## config.mk

```make
export PLATFORM = sky130hd
export DESIGN_NAME = incr_arbiter
export DESIGN_NICKNAME = d
export VERILOG_FILES = /design/src/rtl/incr_arbiter.sv
export SDC_FILE = /design/constraint.sdc
export NUM_CORES = 1
export LEC_CHECK = 0
export CAP_MARGIN = 20
export CORE_MARGIN = 5
export CORE_UTILIZATION = 34
export CTS_CLUSTER_SIZE = 8
export DETAILED_ROUTE_END_ITERATION = 16
export GPL_TIMING_DRIVEN = 0
export PLACE_DENSITY = 0.76
export SLEW_MARGIN = 25
export SYNTH_ARGS = -nofsm -noshare
export SYNTH_HDL_FRONTEND = slang
export SYNTH_SLANG_ARGS = --single-unit
```

## constraint.sdc

```tcl
create_clock -name clk -period 4.69 [get_ports clk]
set_input_delay 0.938 -clock clk [delete_from_list [all_inputs] [get_ports clk]]
set_output_delay 0.938 -clock clk [all_outputs]
set_load 0.02 [all_outputs]
```

## src/rtl/incr_arbiter.sv

```systemverilog
// incr_arbiter: round-robin, burst-limited sharing of one +1 incrementer among NREQ requesters
module incr_arbiter #(
  parameter int NREQ = 4,
  parameter int W = 40,
  parameter int BURST = 2
) (
  input  logic                      clk,
  input  logic                      reset,
  input  logic [NREQ-1:0]           req_valid,
  input  logic [NREQ*W-1:0]         req_data,
  output logic [NREQ-1:0]           req_ready,
  output logic                      rsp_valid,
  output logic [W-1:0]              rsp_data,
  output logic [$clog2(NREQ)-1:0]   rsp_id,
  input  logic                      rsp_ready,
  output logic [15:0]               txn_cnt
);
  localparam int IW = $clog2(NREQ);
  localparam int BW = $clog2(BURST + 1);
  typedef enum logic {EMPTY, FULL} state_t;
  state_t state, state_nx;
  logic [IW-1:0] ptr, win, idx;
  logic [BW-1:0] burst_cnt;
  logic can_accept, accept, keep;
  // winner: continue an active burst, else scan from ptr+1 with ptr checked last
  always_comb begin
    idx = '0;
    win = ptr;
    keep = req_valid[ptr] && burst_cnt != '0 && burst_cnt < BW'(BURST);
    for (int k = NREQ; k >= 1; k--) begin
      idx = IW'((int'(ptr) + k) % NREQ);
      if (req_valid[idx]) win = idx;
    end
    if (keep) win = ptr;
  end
  // handshake and EMPTY/FULL next state; no grant while reset is asserted
  always_comb begin
    can_accept = state == EMPTY || rsp_ready;
    accept = !reset && can_accept && |req_valid;
    req_ready = accept ? NREQ'(1) << win : '0;
    state_nx = accept ? FULL : (rsp_ready ? EMPTY : state);
  end
  assign rsp_valid = state == FULL;
  // result register, arbitration pointer, burst count and transaction counter
  always_ff @(posedge clk) begin
    if (reset) begin
      state <= EMPTY;
      ptr <= IW'(NREQ - 1);
      burst_cnt <= '0;
      rsp_data <= '0;
      rsp_id <= '0;
      txn_cnt <= '0;
    end else begin
      state <= state_nx;
      if (accept) begin
        rsp_data <= req_data[win*W +: W] + W'(1);
        rsp_id <= win;
        txn_cnt <= txn_cnt + 16'd1;
        if (win == ptr) burst_cnt <= burst_cnt == BW'(BURST) ? BW'(1) : burst_cnt + BW'(1);
        else begin
          ptr <= win;
          burst_cnt <= BW'(1);
        end
      end
    end
  end
endmodule

```

==> out/results.txt, run 1 <==
Pre-antenna DRT Iters: 8
row count: 47
final core utilization: 0.529
area grow syn2layout: 52.3%
Int Power: 2.02 mW
DRC viols: 0
clk buf depth: 2
top cells by area, synth: dfxtp_1 (22%), mux4_2 (14%), nand3_1 (9.7%)
outcome: finished, final reports clean
Worst Tran Pin Value: 989 ps
startpoint types: input pin
initial antenna violation count: 1
Final Wtd Congestion: 0.961
Tightest Hold Check Type: flip-flop to flip-flop
vias in the first global route: 6,731
Peak VDD IR: 0.206 mV
Max FO, Critical Path: 14
IO Count: 230
grt met1 use: 0.313
pin count of the biggest net entering global routing: 38
Initial DRC Count: 808
Fin Setup TNS: 0 ps
Worst EP arrival: 4780 ps
Starting Density: 0.347
most used routing layer: met2
Comb pwr share: 0.550
Inserted Clock Buffers: 9
pwr dens: 383 mW/mm^2
Critical Path End Type: flip-flop
GRT Overall Usage: 0.247
layout cells sized above 1: 0.128
Req. time, crit path: 4960 ps
Finished Layout Cells: 1,132
Unique masters post-synth: 71
Die ar.: 0.0196 sq mm
Final Cycle Share: 0.961
dpl hpwl: 20,400 um
placed insts: 1,115
RSZ-0062 raised after global routing: false
clock root buffer: clkbuf_16
Fillers: 1,534
EDFF count, synth: 0
TritonCTS clock tree: yes
DP Area: 0.00832 sq mm
leakage: 3.14 nW
Achievable Freq: 222 MHz
skew final: 5.15 ps
Slew HR: 0.337
clock period minus worst slack: 4510 ps
register share of total power: 0.209
H-tree Lvls: 3
Syn Area/Cell: 8.64 sq um
Routed Antenna Nets: 0
MaxCap Viol Count: 0
Die H: 140 um
post-synthesis cell count: 666
synthesized flop and latch total: 63
clk sinks: 63
die extent in x: 140 um
Clock power frac: 0.241
met2 GRT Util: 0.412
final instance area: 0.00876 sq mm
most used flip-flop cell after synthesis: dfxtp_1
total grt overflow: 0
FFs w/ async S/R, synth: 0
Layout Nets: 1,075
core area: 0.0166 sq mm
Seq/Total Area, Yosys: 0.219
first-pass GRT wire length: 38,500 um
Sw Ratio: 0.397
syn nets: 835
switching power: 1.33 mW
leading area contributor after synthesis: dfxtp_1
Cell Area, Synth: 0.00575 sq mm
Buffers on Ports: 229
met3 Usage GRT: 0.0539
via count: 6,923
Setup-failing EPs final: 0
worst skew pair latency: 340 ps
Synth warnings: 0
final hold violation count: 0
PnR Total Power: 3.36 mW
vias per inst: 6.12
Slew Viols, Final: 0
Avg WL per Cell: 22.7 um
Yosys top cell area share: 0.219
Reg clk slew, reported paths: 60 ps
final WL: 25,700 um
WS Path Type: input pin to flip-flop
[logic make-up after synthesis]
| family | after synthesis | synth area share |
|---|---|---|
| mux | 77 | 0.225 |
| flops | 63 | 0.219 |
| compound gates | 117 | 0.152 |
| fa+ha+maj | 2 | 0.00435 |
| simple gates | 310 | 0.279 |
| xor+xnor | 39 | 0.0659 |
| buf+inv | 58 | 0.0542 |
[power groups by stage]
stage | Sequential (mW) | Combinational [mW] | Clock, mW
detailed placement | 0.711 | 1.80 | 0
finish | 0.702 | 1.85 | 0.808
global placement | 0.709 | 1.79 | 0
floorplan | 0.821 | 0.974 | 0
CTS | 0.700 | 1.79 | 0.813
global route | 0.714 | 1.95 | 0.833
[repair_timing]
item,in CTS,in global routing
endpoints found under the hold margin,0,0
buffers inserted,6,1
endpoints found under the setup margin,23,6
pin swaps,3,2
resized for setup,9,3
hold buffers,0,0
cloned,0,2
[area by class of cell]
class | count | area, sq um | area share
multi-input combinational | 546 | 4210 | 0.481
timing repair buffer | 237 | 2380 | 0.272
sequential | 63 | 1260 | 0.144
tap | 220 | 275 | 0.0314
buffer | 41 | 248 | 0.0283
clock buffer | 9 | 225 | 0.0257
clock inverter | 7 | 128 | 0.0146
inverter | 8 | 30.0 | 0.00343
antenna | 1 | 2.50 | 0.000286
[synthesized netlist by cell type (4+ instances only)]
cell	number
o211ai_1	7
mux4_2	37
and3_1	23
nor4_1	12
nand2_1	54
xor2_1	29
nor2b_1	4
buf_4	5
mux2i_1	23
o22ai_1	5
nand3_1	112
and4_1	4
xnor2_1	8
nand4_1	22
a311oi_1	7
clkbuf_1	23
dfxtp_1	63
a311o_1	9
inv_1	7
a21oi_1	10
a31o_2	4
mux2_2	9
nor3_1	13
nor2_1	39
o31ai_1	8
buf_6	8
a31oi_1	14
buf_2	12
or4_1	9
o21ai_0	29
[per-stage QoR]
step                      worst slack (ps)  hold slack (ps)
after floorplan                        426              446
after global placement               -1350              447
after detailed placement             -1390              445
after CTS                             21.6              455
after global routing                  6.94              497
final                                  183              454
[placed cells by master (no fill, tap or decap), types with 9 or more instances in the layout]
| cell | synthesis | routed |
|---|---|---|
| nand2_1 | 54 | 54 |
| nor2_1 | 39 | 39 |
| nor4_1 | 12 | 12 |
| clkbuf_16 | 0 | 10 |
| nand4_1 | 22 | 22 |
| a21oi_1 | 10 | 10 |
| xor2_1 | 29 | 29 |
| dfxtp_1 | 63 | 63 |
| clkdlybuf4s50_1 | 0 | 225 |
| o21ai_0 | 29 | 29 |
| mux4_2 | 37 | 37 |
| or4_1 | 9 | 9 |
| and3_1 | 23 | 23 |
| nor3_1 | 13 | 13 |
| mux2_2 | 9 | 9 |
| mux2i_1 | 23 | 22 |
| clkbuf_1 | 23 | 20 |
| a311o_1 | 9 | 9 |
| nand3_1 | 112 | 112 |
| a31oi_1 | 14 | 14 |
[metal layers]
metal  routed length, um  up-vias  share of wire
li1                    -     3091              -
met1                9840     3277           0.38
met2               12300      472           0.48
met3                2600       83           0.10
met4                 927        0          0.036
met5                   0        -              0
[worst paths after layout]
path                                   start           end  slack (ps)  depth (start not counted)
worst min register to register   rsp_data[1]   rsp_data[1]         450                          2
worst max-delay path            req_valid[3]  rsp_data[32]         180                         15
worst min-delay path             rsp_data[1]   rsp_data[1]         450                          2
worst max register to register        ptr[1]  rsp_data[32]         750                         15
[critical path: stages]
cell,delay (ps)
clkdlybuf4s50_1,550
mux2_2,370
mux2i_4,200
o2111ai_4,240
xnor2_4,270
buf_12,210
mux4_2,570
ha_1,270
o21ai_0,120
mux2i_2,160
nor3b_4,190
buf_12,160
buf_4,140
a211o_1,290
nand3_1,80
[state kept, by name, summed over array words and instances, names as in the netlist]
signal / flops
rsp_data: 40
ptr: 2
rsp_valid: 1
burst_cnt: 2
rsp_id: 2
txn_cnt: 16
Power figures use the tool's default switching activity.
==> run 2: changes to the inputs <==
--- a/config.mk
+++ b/config.mk
@@ -7,11 +7,12 @@
 export LEC_CHECK = 0
 export CAP_MARGIN = 20
 export CORE_MARGIN = 5
-export CORE_UTILIZATION = 34
+export CORE_UTILIZATION = 45
 export CTS_CLUSTER_SIZE = 8
 export DETAILED_ROUTE_END_ITERATION = 16
 export GPL_TIMING_DRIVEN = 0
-export PLACE_DENSITY = 0.76
+export HOLD_SLACK_MARGIN = 0.12
+export PLACE_DENSITY = 0.94
 export SLEW_MARGIN = 25
 export SYNTH_ARGS = -nofsm -noshare
 export SYNTH_HDL_FRONTEND = slang
==> run 2 against run 1 <==
First-iteration DRC count is 59% higher. Cell count is 4.1% lower. Global-route usage is 8.2 points higher. Maximum frequency is 2.4% lower. Largest cell class unchanged. Largest power group unchanged. Clock power is 0.5% higher. Hold slack better by 20 ps. Clock skew is 1.0 ps higher.
==> out/results.txt, run 2 (synthesized netlist as in run 1, its figures left out) <==
Slew HR: 0.592 (+0.255)
Reg clk slew, reported paths: 60 ps (about the same)
row count: 41 (-13%)
DRC viols: 0 (unchanged)
Antenna diodes: 0 (-1)
Buffers on Ports: 229 (unchanged)
Comb pwr share: 0.554 (+0.004)
initial antenna violation count: 0 (-1)
Clock power frac: 0.239 (-0.002)
clock period minus worst slack: 4620 ps (+113 ps)
Layout Nets: 1,078 (+0.28%)
first-pass GRT wire length: 38,400 um (-0.25%)
vias per inst: 6.73 (+10%)
DP Worst Slack: -1350 ps (+39.0 ps)
Worst Tran Pin Value: 600 ps (-389 ps)
Final Cycle Share: 0.985 (+0.0241)
skew final: 6.18 ps (+1.03 ps)
GRT Overall Usage: 0.329 (+0.0816)
Initial DRC Count: 1,282 (+59%)
Fillers: 963 (-37%)
Max FO, Critical Path: 14 (unchanged)
Sw Ratio: 0.398 (+0.00101)
Tightest Hold Check Type: flip-flop to flip-flop
Die ar.: 0.0151 sq mm (-23%)
dpl hpwl: 20,200 um (-0.90%)
IO Count: 230 (unchanged)
total grt overflow: 0 (unchanged)
register share of total power: 0.207 (-0.002)
via count: 7,314 (+5.6%)
clock root buffer: clkbuf_16
Avg WL per Cell: 24.0 um (+5.6%)
die extent in x: 123 um (-12%)
core area: 0.0126 sq mm (-24%)
pin count of the biggest net entering global routing: 29 (-24%)
leakage: 3.16 nW (+0.70%)
max reg flops: 40 (unchanged)
Starting Density: 0.458 (+0.111)
Final Wtd Congestion: 1.03 (+6.8%)
H-tree Lvls: 3 (unchanged)
Peak VDD IR: 0.313 mV (+52%)
Fin Hold WS: 474 ps (+19.7 ps)
pwr dens: 391 mW/mm^2 (+2.1%)
commonest non-fill, non-tap cell in the layout: clkdlybuf4s50_1
Die H: 123 um (-12%)
MaxCap Viol Count: 0 (unchanged)
WS Path Type: input pin to flip-flop
Inserted Clock Buffers: 9 (unchanged)
switching power: 1.36 mW (+1.6%)
Setup-failing EPs final: 0 (unchanged)
outcome: finished, final reports clean
Slew Viols, Final: 0 (unchanged)
clk sinks: 63 (unchanged)
final hold violation count: 0 (unchanged)
Largest regs: rsp_data x40, txn_cnt x16
Worst Setup Slack, final: 69.9 ps (-113 ps)
final WL: 26,000 um (+1.3%)
Pre-antenna DRT Iters: 7 (-1)
clk buf depth: 2 (unchanged)
Critical Path End Type: flip-flop
layout cells sized above 1: 0.133 (+0.00505)
startpoint types: input pin
worst skew pair latency: 340 ps (about the same)
commonest cells after routing, fill and taps aside: clkdlybuf4s50_1 (224), nand3_1 (112), dfxtp_1 (63)
Req. time, crit path: 4910 ps (-50 ps)
Achievable Freq: 216 MHz (-2.4%)
Int Power: 2.05 mW (+1.2%)
Routed Antenna Nets: 0 (unchanged)
vias in the first global route: 7,212 (+7.1%)
TritonCTS clock tree: yes
Biggest register: rsp_data
area grow syn2layout: 51.3%
Worst EP arrival: 4840 ps (+60 ps)
-- run 2: cell count changes in the layout (fill, tap and decap cells not counted), moves of 2 or more --
cell	delta
clkbuf_2	+5
inv_6	-2
dlygate4sd2_1	-2
clkbuf_8	+2
-- run 2: power by group through the flow --
stage | Combinational, mW | Clock, mW | Sequential [mW]
after floorplan | 0.974 | 0 | 0.821
after global placement | 1.76 | 0 | 0.704
after detailed placement | 1.79 | 0 | 0.710
after CTS | 1.81 | 0.805 | 0.703
after global routing | 1.96 | 0.833 | 0.715
final | 1.89 | 0.812 | 0.706
-- run 2: repair_timing --
item,CTS,global route
hold buffers,0,0
cloned,0,1
resized for setup,16,10
setup endpoints to repair,23,10
buffers inserted,5,2
pin swaps,3,0
-- run 2: routing by layer --
layer / track usage / routed length (um) / share of wire
met4: 0.198 / 1830 / 0.070
met2: 0.525 / 11700 / 0.45
met1: 0.395 / 8990 / 0.35
met5: 0 / 0 / 0
met3: 0.0910 / 3540 / 0.14
-- run 2: final timing paths --
kind / start / endpoint / slack [ps] / cells past startpoint
setup / recovery: req_valid[3] / rsp_data[36] / 70 / 14
hold / removal: rsp_data[20] / rsp_data[20] / 470 / 2
setup reg to reg: ptr[1] / rsp_data[36] / 640 / 14
hold reg to reg: rsp_data[20] / rsp_data[20] / 470 / 2
-- run 2: layout make-up --
cell class                      count  area, sq um  share of cell area
Clock inverter                      5          104              0.0119
Buffer                             45          272              0.0312
Inverter                            8         30.0             0.00345
Tap cell                          172          215              0.0247
Timing Repair Buffer              237         2360               0.272
Sequential cell                    63         1260               0.145
Multi-Input combinational cell    545         4210               0.483
Clock buffer                       11          253              0.0290
-- run 2: through the flow --
step | util | total power [mW] | area [sq um] | cells | TNS [ps]
2_1_floorplan | - | 1.79 | 5750 | 666 | 0
3_3_place_gp | 0.657 | 2.47 | 8260 | 1067 | -18750
3_5_place_dp | 0.657 | 2.51 | 8260 | 1067 | -19700
4_1_cts | 0.690 | 3.32 | 8670 | 1084 | 0
5_1_grt | 0.692 | 3.51 | 8700 | 1086 | -18.3
6_report | 0.692 | 3.40 | 8700 | 1086 | 0
-- run 2: critical path: stages --
cell,delay (ps)
clkdlybuf4s50_1,540
mux2_2,380
mux2i_4,220
o2111ai_4,240
xnor2_4,360
buf_12,220
mux4_2,600
ha_1,250
o21ai_0,120
mux2i_2,160
nor3b_4,200
buf_4,200
and3_1,140
a311o_1,260
==> run 3: changes to the inputs <==
--- a/config.mk
+++ b/config.mk
@@ -10,7 +10,7 @@
 export CORE_UTILIZATION = 45
 export CTS_CLUSTER_SIZE = 8
 export DETAILED_ROUTE_END_ITERATION = 16
-export GPL_TIMING_DRIVEN = 0
+export GPL_TIMING_DRIVEN = 1
 export HOLD_SLACK_MARGIN = 0.12
 export PLACE_DENSITY = 0.94
 export SLEW_MARGIN = 25
==> run 3 against run 2 <==
Total power down 8.9%. Clock power down 17%. Utilization down 0.90 points. Critical endpoint is now req_ready[3].
==> out/results.txt, run 3 (synthesized netlist as in run 1, its figures left out) <==
outcome: finished, final reports clean
Die H: 123 um (unchanged)
worst skew pair latency: 340 ps (about the same)
TritonCTS clock tree: yes
switching power: 1.22 mW (-10%)
# resized after CTS: 0 (-16)
CP Cell Sequence: clkdlybuf4s50_1 -> mux2_4 -> mux2i_2 -> o2111ai_4 -> buf_4 -> xor2_4 -> nor3_1 -> clkdlybuf4s50_1
die extent in x: 123 um (unchanged)
row count: 41 (unchanged)
clk buf depth: 2 (unchanged)
cts hold-fix bufs: 0 (unchanged)
final WL: 22,000 um (-15%)
clk sinks: 63 (unchanged)
Peak VDD IR: 0.204 mV (-35%)
MaxCap Viol Count: 0 (unchanged)
Routed Antenna Nets: 0 (unchanged)
Sw Ratio: 0.393 (-0.00502)
Fin Setup TNS: 0 ps (unchanged)
Comb pwr share: 0.554 (about the same)
skew final: 8.08 ps (+1.90 ps)
CP delay by family, top: buffers and inverters
startpoint types: input pin
max reg flops: 40 (unchanged)
Int Power: 1.88 mW (-8.2%)
Fillers: 956 (-0.73%)
final hold violation count: 0 (unchanged)
H-tree Lvls: 3 (unchanged)
PnR Total Power: 3.10 mW (-8.9%)
DRC viols: 0 (unchanged)
pin count of the biggest net entering global routing: 67 (+130%)
Largest regs: rsp_data x40, txn_cnt x16
RSZ-0062 raised after global routing: false
IO Count: 230 (unchanged)
core area: 0.0126 sq mm (unchanged)
WS Path Type: input pin to output pin
via count: 6,849 (-6.4%)
first-pass GRT wire length: 34,000 um (-12%)
Worst Tran Pin Value: 847 ps (+248 ps)
Final Wtd Congestion: 1.00 (-2.1%)
commonest non-fill, non-tap cell in the layout: clkdlybuf4s50_1
Post-CTS Setup Inserts: 0 (-5)
CP most frequent cell: clkdlybuf4s50_1
pwr dens: 361 mW/mm^2 (-7.7%)
register share of total power: 0.228 (+0.021)
Worst EP arrival: 3460 ps (-1380 ps)
Setup-failing EPs final: 0 (unchanged)
Final Cycle Share: 0.938 (-0.0476)
Worst path slowest cell: clkdlybuf4s50_1
Avg WL per Cell: 20.7 um (-14%)
Req. time, crit path: 3750 ps (-1160 ps)
Achievable Freq: 227 MHz (+5.1%)
Max FO, Critical Path: 5 (-9)
Critical Path End Type: output pin
commonest cells after routing, fill and taps aside: clkdlybuf4s50_1 (229), nand3_1 (111), dfxtp_1 (63)
Buffers on Ports: 229 (unchanged)
Inserted Clock Buffers: 9 (unchanged)
area grow syn2layout: 49.3%
clock root buffer: clkbuf_16
total grt overflow: 0 (unchanged)
CP peak stage delay: 660 ps (+60 ps)
Pre-antenna DRT Iters: 5 (-2)
Tightest Hold Check Type: flip-flop to flip-flop
Initial DRC Count: 917 (-28%)
Die ar.: 0.0151 sq mm (unchanged)
clock period minus worst slack: 4400 ps (-223 ps)
Starting Density: 0.458 (unchanged)
Layout Nets: 1,058 (-1.9%)
Slew HR: 0.432 (-0.161)
Clock power frac: 0.218 (-0.021)
Antenna diodes: 0 (unchanged)
initial antenna violation count: 0 (unchanged)
leakage: 3.10 nW (-2.1%)
dpl hpwl: 17,200 um (-15%)
CP Buf/Inv Count: 3 (unchanged)
Reg clk slew, reported paths: 60 ps (about the same)
vias per inst: 6.42 (-4.6%)
Biggest register: rsp_data
vias in the first global route: 6,636 (-8.0%)
GRT Overall Usage: 0.281 (-0.0484)
Slew Viols, Final: 0 (unchanged)
layout cells sized above 1: 0.139 (+0.00522)
run 3: final cells by class:
cell class / instances / area [sq um] / share of cell area
Multi-Input combinational cell: 545 / 4210 / 0.490
Timing Repair Buffer: 262 / 2580 / 0.300
Sequential cell: 63 / 1260 / 0.147
Clock buffer: 9 / 225 / 0.0262
Tap cell: 172 / 215 / 0.0251
Clock inverter: 7 / 72.6 / 0.00845
Inverter: 8 / 30.0 / 0.00350
run 3: power by group through the flow:
stage / clock network, mW / registers, mW / logic, mW
after detailed placement: 0 / 0.715 / 1.69
after global placement: 0 / 0.711 / 1.66
after floorplan: 0 / 0.821 / 0.974
after global routing: 0.698 / 0.720 / 1.81
after CTS: 0.677 / 0.706 / 1.70
final: 0.677 / 0.707 / 1.72
run 3: per-layer routing:
metal | track usage | vias to the layer above | share of wire
li1 | - | 3040 | -
met1 | 0.370 | 3217 | 0.37
met2 | 0.451 | 526 | 0.48
met3 | 0.0586 | 66 | 0.11
met4 | 0.111 | 0 | 0.035
met5 | 0 | - | 0
run 3: worst paths after layout:
kind                              startpoint           end  slack, ps  cells past startpoint
worst max-delay path            req_valid[0]  req_ready[3]        290                      8
worst min-delay path            rsp_data[27]  rsp_data[27]        460                      2
worst max register to register        ptr[0]  rsp_data[26]       1060                     10
worst min register to register  rsp_data[27]  rsp_data[27]        460                      2
run 3: tightest hold or removal path, delay by kind of cell (launching register included):
kind             cells  cell delay (ps)
AND/OR/NAND/NOR      1               60
flip-flops           1              310
AO/OA/AOI/OAI        1               50
run 3: per-stage QoR:
step | hold slack [ps] | instance area, sq um | instances | util | setup slack [ps]
after floorplan | 446 | 5750 | 666 | - | 426
after global placement | 443 | 8290 | 1050 | 0.660 | 259
after detailed placement | 456 | 8290 | 1050 | 0.660 | 199
after CTS | 463 | 8590 | 1066 | 0.684 | 284
after global routing | 484 | 8590 | 1066 | 0.684 | 126
final | 459 | 8590 | 1066 | 0.684 | 293
